<file path="config.mk">
export PLATFORM = sky130hd
export DESIGN_NAME = mem_access
export DESIGN_NICKNAME = d
export VERILOG_FILES = /design/src/rtl/mips_pkg.sv /design/src/rtl/mem_access_load_align.sv /design/src/rtl/mem_access.sv
export SDC_FILE = /design/constraint.sdc
export NUM_CORES = 1
export LEC_CHECK = 0
export ABC_AREA = 1
export CAP_MARGIN = 20
export CORE_AREA = 2 2 142 110
export DETAILED_ROUTE_END_ITERATION = 6
export DIE_AREA = 0 0 144 112
export GPL_ROUTABILITY_DRIVEN = 0
export PLACE_DENSITY_LB_ADDON = 0.12
export SYNTH_ARGS = -nofsm -noshare
export SYNTH_HDL_FRONTEND = slang
export SYNTH_SLANG_ARGS = --single-unit
</file>
<file path="constraint.sdc">
create_clock -name clk -period 2.5 [get_ports clk]
set_clock_uncertainty 0.15 [all_clocks]
set_input_delay 0.5 -clock clk [delete_from_list [all_inputs] [get_ports clk]]
set_output_delay 0.5 -clock clk [all_outputs]
set_load 0.1 [all_outputs]
</file>
<file path="src/rtl/mips_pkg.sv">
// rtl/mips_pkg.sv - shared memory-stage encodings for the MIPS pipeline
package mips_pkg;

  localparam logic [1:0] MS_BYTE = 2'b00;
  localparam logic [1:0] MS_HALF = 2'b01;
  localparam logic [1:0] MS_WORD = 2'b10;

  typedef enum logic [1:0] {
    IDLE = 2'd0,
    REQ  = 2'd1,
    DONE = 2'd2
  } mem_state_t;

endpackage

</file>
<file path="src/rtl/mem_access_load_align.sv">
// rtl/mem_access_load_align.sv - load lane select and extension, built only with MEM_SUBWORD_EN
`ifdef MEM_SUBWORD_EN
module load_align
  import mips_pkg::*;
(
  input  logic [31:0] i_rdata,
  input  logic [1:0]  i_addr_lo,
  input  logic [1:0]  i_size,
  input  logic        i_signed,
  output logic [31:0] o_data
);

  logic [7:0]  w_byte;
  logic [15:0] w_half;

  always_comb begin
    case (i_addr_lo)
      2'd0:    w_byte = i_rdata[7:0];
      2'd1:    w_byte = i_rdata[15:8];
      2'd2:    w_byte = i_rdata[23:16];
      default: w_byte = i_rdata[31:24];
    endcase
    w_half = i_addr_lo[1] ? i_rdata[31:16] : i_rdata[15:0];
    case (i_size)
      MS_BYTE: o_data = {{24{i_signed & w_byte[7]}}, w_byte};
      MS_HALF: o_data = {{16{i_signed & w_half[15]}}, w_half};
      default: o_data = i_rdata;
    endcase
  end

endmodule
`endif

</file>
<file path="src/rtl/mem_access.sv">
// rtl/mem_access.sv - MEM-stage req/ack data-memory access unit; sub-word support under MEM_SUBWORD_EN
module mem_access
  import mips_pkg::*;
#(
  parameter int TIMEOUT = 16
) (
  input  logic        clk,
  input  logic        rst_n,
  input  logic        memreadm,
  input  logic        memwritem,
  input  logic [31:0] aluoutm,
  input  logic [31:0] writedatam,
  input  logic [1:0]  memsizem,
  input  logic        memsignedm,
  output logic        stallm,
  output logic [31:0] rdm,
  output logic        misalignm,
  output logic        buserrm,
  output logic        dmem_req,
  output logic        dmem_we,
  output logic [31:0] dmem_addr,
  output logic [31:0] dmem_wdata,
  output logic [3:0]  dmem_be,
  input  logic        dmem_ack,
  input  logic [31:0] dmem_rdata
);

  localparam logic [7:0] LAST_CNT = 8'(TIMEOUT - 1);

  mem_state_t  r_state;
  logic [7:0]  r_cnt;
  logic        r_req;
  logic        r_we;
  logic [31:0] r_addr;
  logic [31:0] r_wdata;
  logic [3:0]  r_be;
  logic [31:0] r_rdm;
  logic        r_buserr;

  logic        w_access;
  logic        w_misalign;
  logic        w_start;
  logic [3:0]  w_be;
  logic [31:0] w_wdata;
  logic [31:0] w_ldata;

  assign w_access = memreadm | memwritem;

`ifdef MEM_SUBWORD_EN
  logic [1:0] r_addr_lo;
  logic [1:0] r_size;
  logic       r_signed;

  always_comb begin
    w_misalign = 1'b0;
    w_be       = 4'b1111;
    w_wdata    = writedatam;
    case (memsizem)
      MS_BYTE: begin
        w_be    = 4'b0001 << aluoutm[1:0];
        w_wdata = {4{writedatam[7:0]}};
      end
      MS_HALF: begin
        w_misalign = aluoutm[0];
        w_be       = aluoutm[1] ? 4'b1100 : 4'b0011;
        w_wdata    = {2{writedatam[15:0]}};
      end
      default: w_misalign = |aluoutm[1:0];
    endcase
    if (!memwritem) w_be = 4'b1111;
  end

  // Lane/size/sign are latched with the request so the ack can arrive any REQ cycle.
  always_ff @(posedge clk or negedge rst_n) begin
    if (!rst_n) begin
      r_addr_lo <= 2'b00;
      r_size    <= 2'b00;
      r_signed  <= 1'b0;
    end else if (w_start) begin
      r_addr_lo <= aluoutm[1:0];
      r_size    <= memsizem;
      r_signed  <= memsignedm;
    end
  end

  load_align u_load_align (
    .i_rdata  (dmem_rdata),
    .i_addr_lo(r_addr_lo),
    .i_size   (r_size),
    .i_signed (r_signed),
    .o_data   (w_ldata)
  );
`else
  logic w_unused_cfg;

  assign w_misalign   = |aluoutm[1:0];
  assign w_be         = 4'b1111;
  assign w_wdata      = writedatam;
  assign w_ldata      = dmem_rdata;
  assign w_unused_cfg = ^{memsizem, memsignedm};
`endif

  assign w_start   = (r_state == IDLE) & w_access & ~w_misalign;
  assign stallm    = w_start | (r_state == REQ);
  assign misalignm = (r_state == IDLE) & w_access & w_misalign;
  assign rdm       = (r_state == DONE) ? r_rdm : 32'd0;
  assign buserrm   = r_buserr;

  assign dmem_req   = r_req;
  assign dmem_we    = r_we;
  assign dmem_addr  = r_addr;
  assign dmem_wdata = r_wdata;
  assign dmem_be    = r_be;

  always_ff @(posedge clk or negedge rst_n) begin
    if (!rst_n) begin
      r_state  <= IDLE;
      r_cnt    <= 8'd0;
      r_req    <= 1'b0;
      r_we     <= 1'b0;
      r_addr   <= 32'd0;
      r_wdata  <= 32'd0;
      r_be     <= 4'd0;
      r_rdm    <= 32'd0;
      r_buserr <= 1'b0;
    end else begin
      r_buserr <= 1'b0;
      case (r_state)
        IDLE: begin
          if (w_start) begin
            r_state <= REQ;
            r_req   <= 1'b1;
            r_we    <= memwritem;
            r_addr  <= {aluoutm[31:2], 2'b00};
            r_wdata <= w_wdata;
            r_be    <= w_be;
            r_cnt   <= 8'd0;
          end
        end
        REQ: begin
          if (dmem_ack) begin
            r_state <= DONE;
            r_req   <= 1'b0;
            r_we    <= 1'b0;
            r_rdm   <= r_we ? 32'd0 : w_ldata;
          end else if (r_cnt == LAST_CNT) begin
            r_state  <= DONE;
            r_req    <= 1'b0;
            r_we     <= 1'b0;
            r_rdm    <= 32'd0;
            r_buserr <= 1'b1;
          end else begin
            r_cnt <= r_cnt + 8'd1;
          end
        end
        DONE: begin
          // Pipeline advances on this edge, so the held instruction is never reissued.
          r_state <= IDLE;
          r_rdm   <= 32'd0;
        end
        default: r_state <= IDLE;
      endcase
    end
  end

endmodule

</file>
==> impl_metrics.tcl, run 1 <==
set metrics [dict create \
    status "finished, final reports clean" \
    grt_overflow 0 \
    max_stage_delay_ns 0.40 \
    clkSinkCount 108 \
    track_usage_pct 17.8 \
    cts_max_level 3 \
    dieArea_mm2 0.0161 \
    critPathLaunchType "flop" \
    die_y_um 112 \
    grt_pass1_vias 4533 \
    core.rowCount 39 \
    layout_setup_ws_ns 0.132 \
    start_util_pct 34.2 \
    clkLatencyLatePin_ns 0.35 \
    seq_area_frac_synth_pct 53.4 \
    firstDrtPassIters 4 \
    grt_max_degree 58 \
    yosysMostFrequentCell "nand2_1" \
    synth.area.top_cells "dfrtp_1 (53%), nand2_1 (24%), inv_1 (5.7%)" \
    async_flop_share_pct 100 \
    wl_per_cell_um 12.9 \
    cp_max_fo 33 \
    synth.top_cells.by_count "nand2_1 (317), dfrtp_1 (108), inv_1 (77)" \
    coreArea_mm2 0.0148 \
    antenna_found_initial 0 \
    max_freq_mhz 422 \
    ant_nets 0 \
    final-setup-viol-count 0 \
    arrival_ns 1.72 \
    ys_types 25 \
    synth_area_mm2 0.00506 \
    maxSlewViolCount 0 \
    path_cells "inv_1, ha_1, buf_4, nand2_1, inv_1, buf_12" \
    ys_warn_count 0 \
    cts_root_buffer "clkbuf_16" \
    tns_ns 0 \
    required_ns 1.85 \
    synth_area_per_cell_um2 7.63 \
    crit_path_frequent_cell "inv_1" \
    placed_area_mm2 0.00742 \
    nets 963 \
    drtIter0Drc 260 \
    hold_viol 0 \
    endpoint_kind "output port" \
    syn_to_final_growth_pct 52.1 \
    criticalPathCategory "flop to output port" \
    pre_cts_slack_ns 0.193 \
    drt-total-wl_mm 13.7 \
    syn_inst 663 \
    clock_path_buffers 2 \
    dp_hpwl_mm 9.73 \
    yosysTopAreaCell "dfrtp_1" \
    cp_slowest_cell "dfrtp_1" \
    synth_edf_count 0 \
    final_layout_size_suffix_gt1_share_pct 17.9 \
    rsz0062_at_grt "no" \
    viasPerCell 4.36 \
    grt_pass1_wl_mm 22.7 \
    clkSlewWorstSetupHoldPaths_ns 0.07 \
    seqCellArea_mm2 0.00270 \
    synth-seq-cells 108 \
    fin_crit_sh_pct 94.7 \
    min_path_type "flop to flop" \
    cts_buffers 9 \
    period_minus_slack_ns 2.37 \
    cts_resized 0 \
    cap_violations 0 \
    diodes 0 \
    netlist.area_leader.share_pct 53.4 \
    port_buffers 203 \
    cts_tree "built" \
    synth_flop_cell "dfrtp_1" \
    multiInputGateArea_mm2 0.00185 \
    nFillCells 1392 \
    die_x_um 144 \
    remaining_drc_errors 0 \
    final_design_area_no_fill_mm2 0.00769 \
    vias 4641 \
    io_pins 209 \
]
[per-layer routing]
metal  GRT usage [%]  vias to the layer above  routed length, um
met5               0                        -                  0
met4            4.44                        0                167
met3            8.09                       16               1360
met2            27.9                      162               6250
met1            22.6                     2131               5910
li1                -                     2332                  -
[sequential cells by signal, indices dropped and copies added (netlist names)]
register    cells
dmem_wdata     32
r_rdm          32
dmem_addr      30
r_cnt           8
r_state         2
buserrm         1
dmem_be         1
dmem_req        1
dmem_we         1
[area by class of cell]
| class | count | share of cell area, % |
|---|---|---|
| clock buffers | 10 | 2.98 |
| clock inverters | 5 | 0.488 |
| inverters | 78 | 3.81 |
| multi-input cells | 441 | 24.0 |
| flip-flops and latches | 108 | 35.1 |
| well taps | 205 | 3.33 |
| repair buffers | 217 | 30.3 |
[kinds of logic (layout without fill, tap and decap cells)]
family,count (synthesis),in the layout,share of synthesized area [%]
compound gates,6,6,0.891
other cells,1,2,0.0741
buf+inv,115,310,10.2
fa+ha+maj,4,4,0.990
flops,108,108,53.4
simple gates,429,429,34.4
[critical path: cells and delay by family, from the launching register on]
| family | cells | cell delay [ns] |
|---|---|---|
| and+or+nand+nor | 1 | 0.11 |
| adders and majority gates | 1 | 0.14 |
| buffers and inverters | 4 | 0.70 |
| DFF | 1 | 0.40 |
[repair_timing]
item,4_1_cts,5_1_grt
endpoints found under the hold margin,34,0
setup buffers,0,0
hold buffers,1,0
[cell usage in the layout, fill, tap and decap left out, drive strengths merged]
| cell type | synthesis | final |
|---|---|---|
| nand2 | 330 | 330 |
| buf | 26 | 117 |
| dfrtp | 108 | 108 |
| clkdlybuf4s50 | 0 | 99 |
| inv | 78 | 79 |
| nor2 | 48 | 48 |
| nand3 | 46 | 46 |
| clkbuf | 11 | 10 |
| ha | 4 | 4 |
| a21oi | 3 | 3 |
| o21ai | 3 | 3 |
| nor3 | 2 | 2 |
| nand4 | 2 | 2 |
| conb | 1 | 2 |
| clkinvlp | 0 | 2 |
| clkinv | 0 | 2 |
| or2 | 1 | 1 |
| dlygate4sd3 | 0 | 1 |
[worst paths after layout]
check | startpoint | endpoint | slack [ns] | cells past startpoint
worst max-delay path | r_state[0] | rdm[24] | 0.13 | 6
worst min-delay path | r_rdm[15] | r_rdm[15] | 0.32 | 2
worst max register to register | r_state[1] | dmem_wdata[27] | 0.52 | 8
worst min register to register | r_rdm[15] | r_rdm[15] | 0.32 | 2
max in group asynchronous | rst_n | dmem_wdata[11] | 1.02 | 3
min in group asynchronous | rst_n | r_rdm[8] | 0.51 | 2
[per-stage QoR]
step,instances,hold WS (ns),utilization (%)
2_1_floorplan,664,0.0544,-
3_3_place_gp,1048,0.303,50.2
3_5_place_dp,1048,0.312,50.2
4_1_cts,1064,0.327,52.0
5_1_grt,1064,0.343,52.0
6_report,1064,0.321,52.0
Power of run 1 is not shown: default switching activity piles up to over one toggle a cycle in this logic, so the estimate is an artifact.
==> inputs of run 2 (changes only) <==
SETUP_SLACK_MARGIN = 0.05   (was default)
==> run 2 against run 1 <==
Non-clock buffer count unchanged. Die area did not move. Sequential share of layout area fell by 0.17 points. Cell count barely moved. Critical endpoint is now rdm[6].
==> impl_metrics.tcl, run 2 (same netlist as run 1, synthesis figures left out) <==
set metrics [dict create \
    final-setup-viol-count 0 \
    firstDrtPassIters 4 \
    cts_root_buffer "clkbuf_16" \
    nets 963 \
    syn_to_final_growth_pct 52.9 \
    final_layout_size_suffix_gt1_share_pct 17.9 \
    path_buf_inv 4 \
    mostFrequentLayoutCells "nand2_1 (316), dfrtp_1 (108), clkdlybuf4s50_1 (99)" \
    cts_tree "built" \
    maxSlewViolCount 0 \
    diodes 0 \
    crit_path_frequent_cell "inv_1" \
    fin_crit_sh_pct 91.7 \
    clkSlewWorstSetupHoldPaths_ns 0.07 \
    grt_max_degree 62 \
    track_usage_pct 17.9 \
    ant_nets 0 \
    remaining_drc_errors 0 \
    min_path_type "flop to flop" \
    port_buffers 203 \
    dp_hpwl_mm 9.85 \
    dieArea_mm2 0.0161 \
    required_ns 1.85 \
    grt_overflow 0 \
    final_design_area_no_fill_mm2 0.00773 \
    critPathLaunchType "flop" \
    wl_per_cell_um 12.9 \
    coreArea_mm2 0.0148 \
    start_util_pct 34.2 \
    grt_pass1_wl_mm 22.9 \
    period_minus_slack_ns 2.29 \
    drtIter0Drc 221 \
    placed_area_mm2 0.00744 \
    io_pins 209 \
    endpoint_kind "output port" \
    criticalPathCategory "flop to output port" \
    arrival_ns 1.64 \
    rsz0062_at_grt "no" \
    hold_viol 0 \
    cts_buffers 9 \
    drt-total-wl_mm 13.7 \
    critical_path.top_delay_family "buffers and inverters" \
    max_freq_mhz 436 \
    status "finished, final reports clean" \
    tns_ns 0 \
    vias 4624 \
    viasPerCell 4.34 \
    core.rowCount 39 \
    die_y_um 112 \
    cp_slowest_cell "dfrtp_1" \
    clock_path_buffers 2 \
    die_x_um 144 \
    max_stage_delay_ns 0.40 \
    clkLatencyLatePin_ns 0.35 \
    antenna_found_initial 0 \
    final_common_cell "nand2_1" \
    cp_max_fo 33 \
    cts_max_level 3 \
    path_cells "inv_1, ha_1, buf_6, nand2_1, inv_1, buf_12" \
    grt_pass1_vias 4694 \
    cap_violations 0 \
    clkSinkCount 108 \
]
run 2: worst min-delay path, delay by kind of cell, from the launching register on:
family / cells / cell delay, ns
DFF: 1 / 0.34
and+or+nand+nor: 2 / 0.10
run 2: through the flow:
| stage | hold WS, ns | std cells | worst slack, ns | utilization (%) |
|---|---|---|---|---|
| finish | 0.323 | 1065 | 0.209 | 52.3 |
| global route | 0.343 | 1065 | 0.0789 | 52.3 |
| CTS | 0.325 | 1065 | 0.106 | 52.3 |
| detailed placement | 0.287 | 1048 | 0.253 | 50.4 |
| global placement | 0.284 | 1048 | 0.287 | 50.4 |
| floorplan | 0.0544 | 664 | 0.206 | - |
run 2: final timing paths:
kind / end / startpoint / cells past startpoint / slack (ns)
worst max-delay path: rdm[6] / r_state[0] / 6 / 0.21
worst min-delay path: r_rdm[16] / r_rdm[16] / 2 / 0.32
worst max register to register: dmem_wdata[27] / r_state[1] / 8 / 0.58
worst min register to register: r_rdm[16] / r_rdm[16] / 2 / 0.32
max in group asynchronous: dmem_wdata[12] / rst_n / 3 / 1.10
min in group asynchronous: r_rdm[10] / rst_n / 2 / 0.46
run 2: area by class of cell:
type / count / area [um2]
tap: 205 / 256
sequential: 108 / 2700
inverter: 78 / 293
fill: 1413 / 7050
multi-input combinational: 441 / 1850
clock inverter: 3 / 22.5
clock buffer: 13 / 250
timing repair buffer: 217 / 2360
run 2: per-layer routing:
layer	track usage, %	vias up	wire length (um)
met2	27.9	182	6160
met3	7.96	13	1340
li1	-	2330	-
met4	4.12	0	169
met1	22.9	2099	6050
met5	0	-	0
run 2: timing repair:
action	in CTS	in global routing
hold buffers	1	0
setup endpoints to repair	0	31
resized for setup	0	1
hold endpoints to repair	21	0
setup buffers	0	0
Power of run 2 is left out for the same reason.
==> RTL change 1 (flow settings as in run 2) <==
Re-encode `mem_state_t` (3 states) as one-hot, 3 bits wide.
--- a/src/rtl/mips_pkg.sv
+++ b/src/rtl/mips_pkg.sv
@@ -5,10 +5,10 @@
   localparam logic [1:0] MS_HALF = 2'b01;
   localparam logic [1:0] MS_WORD = 2'b10;
 
-  typedef enum logic [1:0] {
-    IDLE = 2'd0,
-    REQ  = 2'd1,
-    DONE = 2'd2
+  typedef enum logic [2:0] {
+    IDLE = 3'b001,
+    REQ  = 3'b010,
+    DONE = 3'b100
   } mem_state_t;
 
 endpackage
Function: no difference found for any inputs over 10 cycles, from zero or initial values and one cycle with rst_n low; not proved beyond that.
==> RTL change 1 against run 2 <==
Die area stayed put. Highest routed layer unchanged. Cell area is 1.3% lower. Sequential cell count is 1 higher. Routed wire length is 3.1% lower. Critical path depth is 1 lower. Critical endpoint is now rdm[27]. Setup slack worse by 0.059 ns. Area after synthesis is 1.9% lower.
==> RTL change 1: results (changes against run 2) <==
### Synth
* 282 x sky130_fd_sc_hd__nand2_1, 108 x sky130_fd_sc_hd__dfrtp_1, 78 x sky130_fd_sc_hd__nor2_1 — Commonest cells post-synth
* 0.001765 — xor-xnor portion of the synthesized cell area, +0.001765
* 25 — Cell variety after synth, unchanged
* sky130_fd_sc_hd__dfrtp_1 54%, sky130_fd_sc_hd__nand2_1 21%, sky130_fd_sc_hd__nor2_1 5.9% — top post-synthesis cells by area
* 0.5499 — sequential-to-total area share from yosys stat, +0.01554
* 0.008069 — post-synthesis compound-gate area fraction, -0.0008379
* 0 — post-synthesis mux area share, unchanged
* 0.002521 — adder-cell area share of the yosys netlist, -0.007375
* 1.000 — fraction of synthesis flops using an asynchronous set or reset pin, unchanged

### Worst setup path
* 1.70 ns — data arrival time of the worst path, +0.06 ns
* r_state[0] — R2R Path Start
* 0.52 ns — register-to-register setup slack, -0.06 ns
* dmem_wdata[26] — endpoint of the worst-slack reg-to-reg timing path
* 8 — cells on worst reg2reg path, unchanged
* 34 — highest fanout seen on the critical path, +3.0%

### Outcome
* finished, final reports clean — status

### Detailed routing
* 205 — 1st-iter DRT viols, -7.2%
* 4493 — total vias in the final route, -2.8%
* 12.69 um — routed length per instance, -1.5%

### Min path
* r_rdm[24] — hold wc startpoint
* r_rdm[24] — destination of the worst hold path
* reg -> reg — Tightest Hold Check Type

### STA
* 0.3290 ns — Final Hold Slack, +0.006148 ns

### Clocking
* 2 — worst-case clock buffer depth, unchanged
* 3 — number of H-tree branching levels, unchanged
* 0 — # Post-CTS Setup Buffers, unchanged
* sky130_fd_sc_hd__clkbuf_16 — CTS root buf
* 0.35 ns — insertion delay to the later sink of the worst-skew pair, about the same
* 1 — hold bufs inserted after CTS, unchanged
* 9 — number of buffers created by CTS, unchanged

### GRT
* 44 — maximum number of pins on one net before global-route repair, -29%
* 21760 um — first-pass GRT wire length, -5.0%
* 0.1698 — global-route total usage across every layer, -0.009048

### Placed design
* 203 — Port Buffer Count, unchanged
* 9638 um — HPWL Detailed, -2.2%

### Finish
* 0.1746 — fraction of final layout cells with drive strength greater than 1, -0.004485
* 942 — number of nets in the final layout, -2.2%

### Power and ir drop
* 0.0007689 V — Worst VDD drop

-- RTL change 1: changes by cell type after synthesis, sizes merged, moves of 2 or more --
cell           run 2  this run
nand2            330       285
ha                 4         1
inv               78        73
nand4              2         0
buf               26        32
clkbuf            11         3
o21bai             0         2
nor2              48        81
-- RTL change 1: per-stage QoR --
stage	std cells	cell area, um^2	power [W]	setup WS [ns]	util
final	1047	7629	0.006708	0.1496	0.5160
after global routing	1047	7629	0.007042	0.06570	0.5160
after CTS	1047	7629	0.006799	0.1291	0.5160
after detailed placement	1030	7327	0.005366	0.08145	0.4956
after global placement	1030	7327	0.005340	0.1184	0.4956
after floorplan	646	4969	0.004565	-0.1609	-
-- RTL change 1: power breakdown --
group	switching [W]	leakage, nW	total, W	internal, W
sequential	0.000206	1.40	0.00232	0.00212
clock	0.000693	0.141	0.00139	0.000699
combinational	0.00233	2.40	0.00299	0.000662
total	0.00323	3.94	0.00671	0.00348
-- RTL change 1: cells by family after synthesis --
logic type               after synthesis
other                                  1
adder cells (fa/ha/maj)                1
flip-flops                           109
XOR/XNOR                               1
AND/OR/NAND/NOR                      418
AO/OA/AOI/OAI                          7
buffers and inverters                108
-- RTL change 1: worst max-delay path by stage --
stage | start | slack, ns | to | cells after the start
after floorplan | r_state[1] | -0.16 | rdm[10] | 4
after global placement | aluoutm[1] | 0.12 | dmem_addr[2] | 8
after detailed placement | aluoutm[1] | 0.08 | dmem_wdata[26] | 8
after CTS | r_state[0] | 0.13 | rdm[24] | 5
after global routing | r_state[0] | 0.07 | rdm[26] | 5
final | r_state[0] | 0.15 | rdm[27] | 5
-- RTL change 1: worst max-delay path, cell delays in order (launching register included) --
cell and delay (ns):
sky130_fd_sc_hd__dfstp_2 0.55, sky130_fd_sc_hd__inv_2 0.05, sky130_fd_sc_hd__nand3_2 0.06, sky130_fd_sc_hd__buf_4 0.34
sky130_fd_sc_hd__nor2_1 0.15, sky130_fd_sc_hd__buf_12 0.19
-- RTL change 1: final cells by class --
class | instances | area [um^2]
Multi-Input combinational cell | 429 | 1750
Clock buffer | 9 | 225.2
Clock inverter | 7 | 66.31
Sequential cell | 109 | 2729
Timing Repair Buffer | 215 | 2327
Inverter | 73 | 274.0
Tap cell | 205 | 256.5
Fill cell | 1404 | 7157
-- RTL change 1: per-layer routing --
layer  up-vias  track usage  part of all wire
met1      2040       0.2237              0.45
li1       2285            -                 -
met3         8      0.07742              0.11
met4         0      0.03791            0.0066
met2       160       0.2575              0.44
met5         -            0                 0
==> RTL change 2 (config.mk and constraints of run 2) <==
Made on the original files. The option `MEM_SUBWORD_EN` is turned on by a define.
--- a/src/rtl/mem_access_load_align.sv
+++ b/src/rtl/mem_access_load_align.sv
@@ -1,4 +1,6 @@
 // rtl/mem_access_load_align.sv - load lane select and extension, built only with MEM_SUBWORD_EN
+`define MEM_SUBWORD_EN
+
 `ifdef MEM_SUBWORD_EN
 module load_align
   import mips_pkg::*;
Function: changed (Yosys sat finds a counterexample within 4 cycles, from zero or initial values and one cycle with rst_n low).
==> RTL change 2 against run 2 <==
Area after synthesis increased by 18%. Sequential cell count increased by 8. Routed wire length increased by 29%. Cell count increased by 18%. Core utilization increased by 9.2 points. Cell area increased by 18%. Setup slack got worse by 0.088 ns. Die area unchanged.
==> RTL change 2: results (changes against run 2) <==
### GRT
* 28840 um — first-pass GRT wire length, +26%
* 0.2269 — global-route total usage across every layer, +0.04810
* 5705 — vias in the first global route, +22%

### Outcome
* finished, final reports clean — status

### Synth
* sky130_fd_sc_hd__dfrtp_1 48%, sky130_fd_sc_hd__nand2_1 24%, sky130_fd_sc_hd__nor2_1 4.6% — top post-synthesis cells by area
* sky130_fd_sc_hd__dfrtp_1 — most used flip-flop cell after synthesis
* 34 — Cell variety after synth, +36%
* 381 x sky130_fd_sc_hd__nand2_1, 116 x sky130_fd_sc_hd__dfrtp_1, 74 x sky130_fd_sc_hd__nor2_1 — Commonest cells post-synth
* 7.238 um^2 — synthesized area per cell, -5.1%

### Clocking
* 0.40 ns — insertion delay to the later sink of the worst-skew pair, +0.05 ns
* 4 — number of H-tree branching levels, +1
* 17 — number of buffers created by CTS, +8
* 0.05 ns — clock transition at the registers of the reported paths, -0.02 ns

### Detailed routing
* 5879 — total vias in the final route, +27%
* 463 — 1st-iter DRT viols, +110%
* 14.09 um — routed length per instance, +9.4%

### Placed design
* 13150 um — HPWL Detailed, +33%
* 1223 — Placed Cells incl. Taps, +17%

### Finish
* 1146 — number of nets in the final layout, +19%
* 0.1760 — fraction of final layout cells with drive strength greater than 1, -0.003047
* 1344 — fill count, -4.9%

### Worst setup path
* 5 — highest fanout seen on the critical path, -85%
* 0.54 ns — register-to-register setup slack, -0.04 ns
* flip-flops — crit-path leading delay family
* 1.73 ns — data arrival time of the worst path, +0.09 ns

### Power and ir drop
* 0.001069 V — Worst VDD drop

[RTL change 2: timing repair]
item | CTS | global route
buffers inserted | 0 | 0
endpoints found under the setup margin | 1 | 8
resized for setup | 2 | 2
hold endpoints to repair | 29 | 0
hold buffers | 1 | 0
[RTL change 2: final timing paths]
check	cells after the start	to	startpoint
setup reg to reg	8	r_cnt[5]	r_state[1]
min in group asynchronous	2	dmem_wdata[22]	rst_n
hold / removal	2	dmem_addr[25]	dmem_addr[25]
setup / recovery	7	stallm	r_state[1]
hold reg to reg	2	dmem_addr[25]	dmem_addr[25]
max in group asynchronous	3	buserrm	rst_n
[RTL change 2: worst min-delay path: stages (launching register included)]
cell	delay, ns
sky130_fd_sc_hd__dfrtp_1	0.34
sky130_fd_sc_hd__nand2_1	0.05
sky130_fd_sc_hd__nand2_1	0.05
[RTL change 2: area by class of cell]
type,count,area share
inverters,71,0.02933
multi-input cells,601,0.2843
clock inverters,14,0.01694
flip-flops and latches,116,0.3195
repair buffers,231,0.2734
well taps,205,0.02823
clock buffers,18,0.04834
[RTL change 2: power by group through the flow]
stage / combinational, W / sequential [W] / clock (W)
floorplan: 0.00269 / 0.00681 / 0
global placement: 0.00839 / 0.00318 / 0
detailed placement: 0.00847 / 0.00317 / 0
CTS: 0.00848 / 0.00317 / 0.00247
global route: 0.00895 / 0.00327 / 0.00257
finish: 0.00843 / 0.00317 / 0.00243
[RTL change 2: metrics by stage]
step | setup slack (ns) | power (W) | cell area, um^2 | utilization | hold slack [ns]
2_1_floorplan | -0.1376 | 0.009499 | 5997 | - | 0.05441
3_3_place_gp | 0.1935 | 0.01157 | 8473 | 0.5731 | 0.3119
3_5_place_dp | 0.1717 | 0.01164 | 8473 | 0.5731 | 0.3147
4_1_cts | 0.06983 | 0.01412 | 9079 | 0.6140 | 0.3335
5_1_grt | 0.02001 | 0.01479 | 9085 | 0.6145 | 0.3427
6_report | 0.1207 | 0.01403 | 9085 | 0.6145 | 0.3283
[RTL change 2: logic make-up after synthesis]
family | synth area share
compound gates | 0.07693
other cells | 0.0006265
fa+ha+maj | 0.008362
flops | 0.4849
xor+xnor | 0.001463
buf+inv | 0.08633
simple gates | 0.3413
[RTL change 2: routing by layer]
metal  up-vias  global-route usage  wire length, um  part of all wire
li1       2963                   -                -                 -
met1      2697              0.3095             7992              0.45
met2       200              0.3473             7972              0.45
met3        19             0.07828             1526             0.086
met4         0             0.05752              204             0.012
met5         -                   0                0                 0
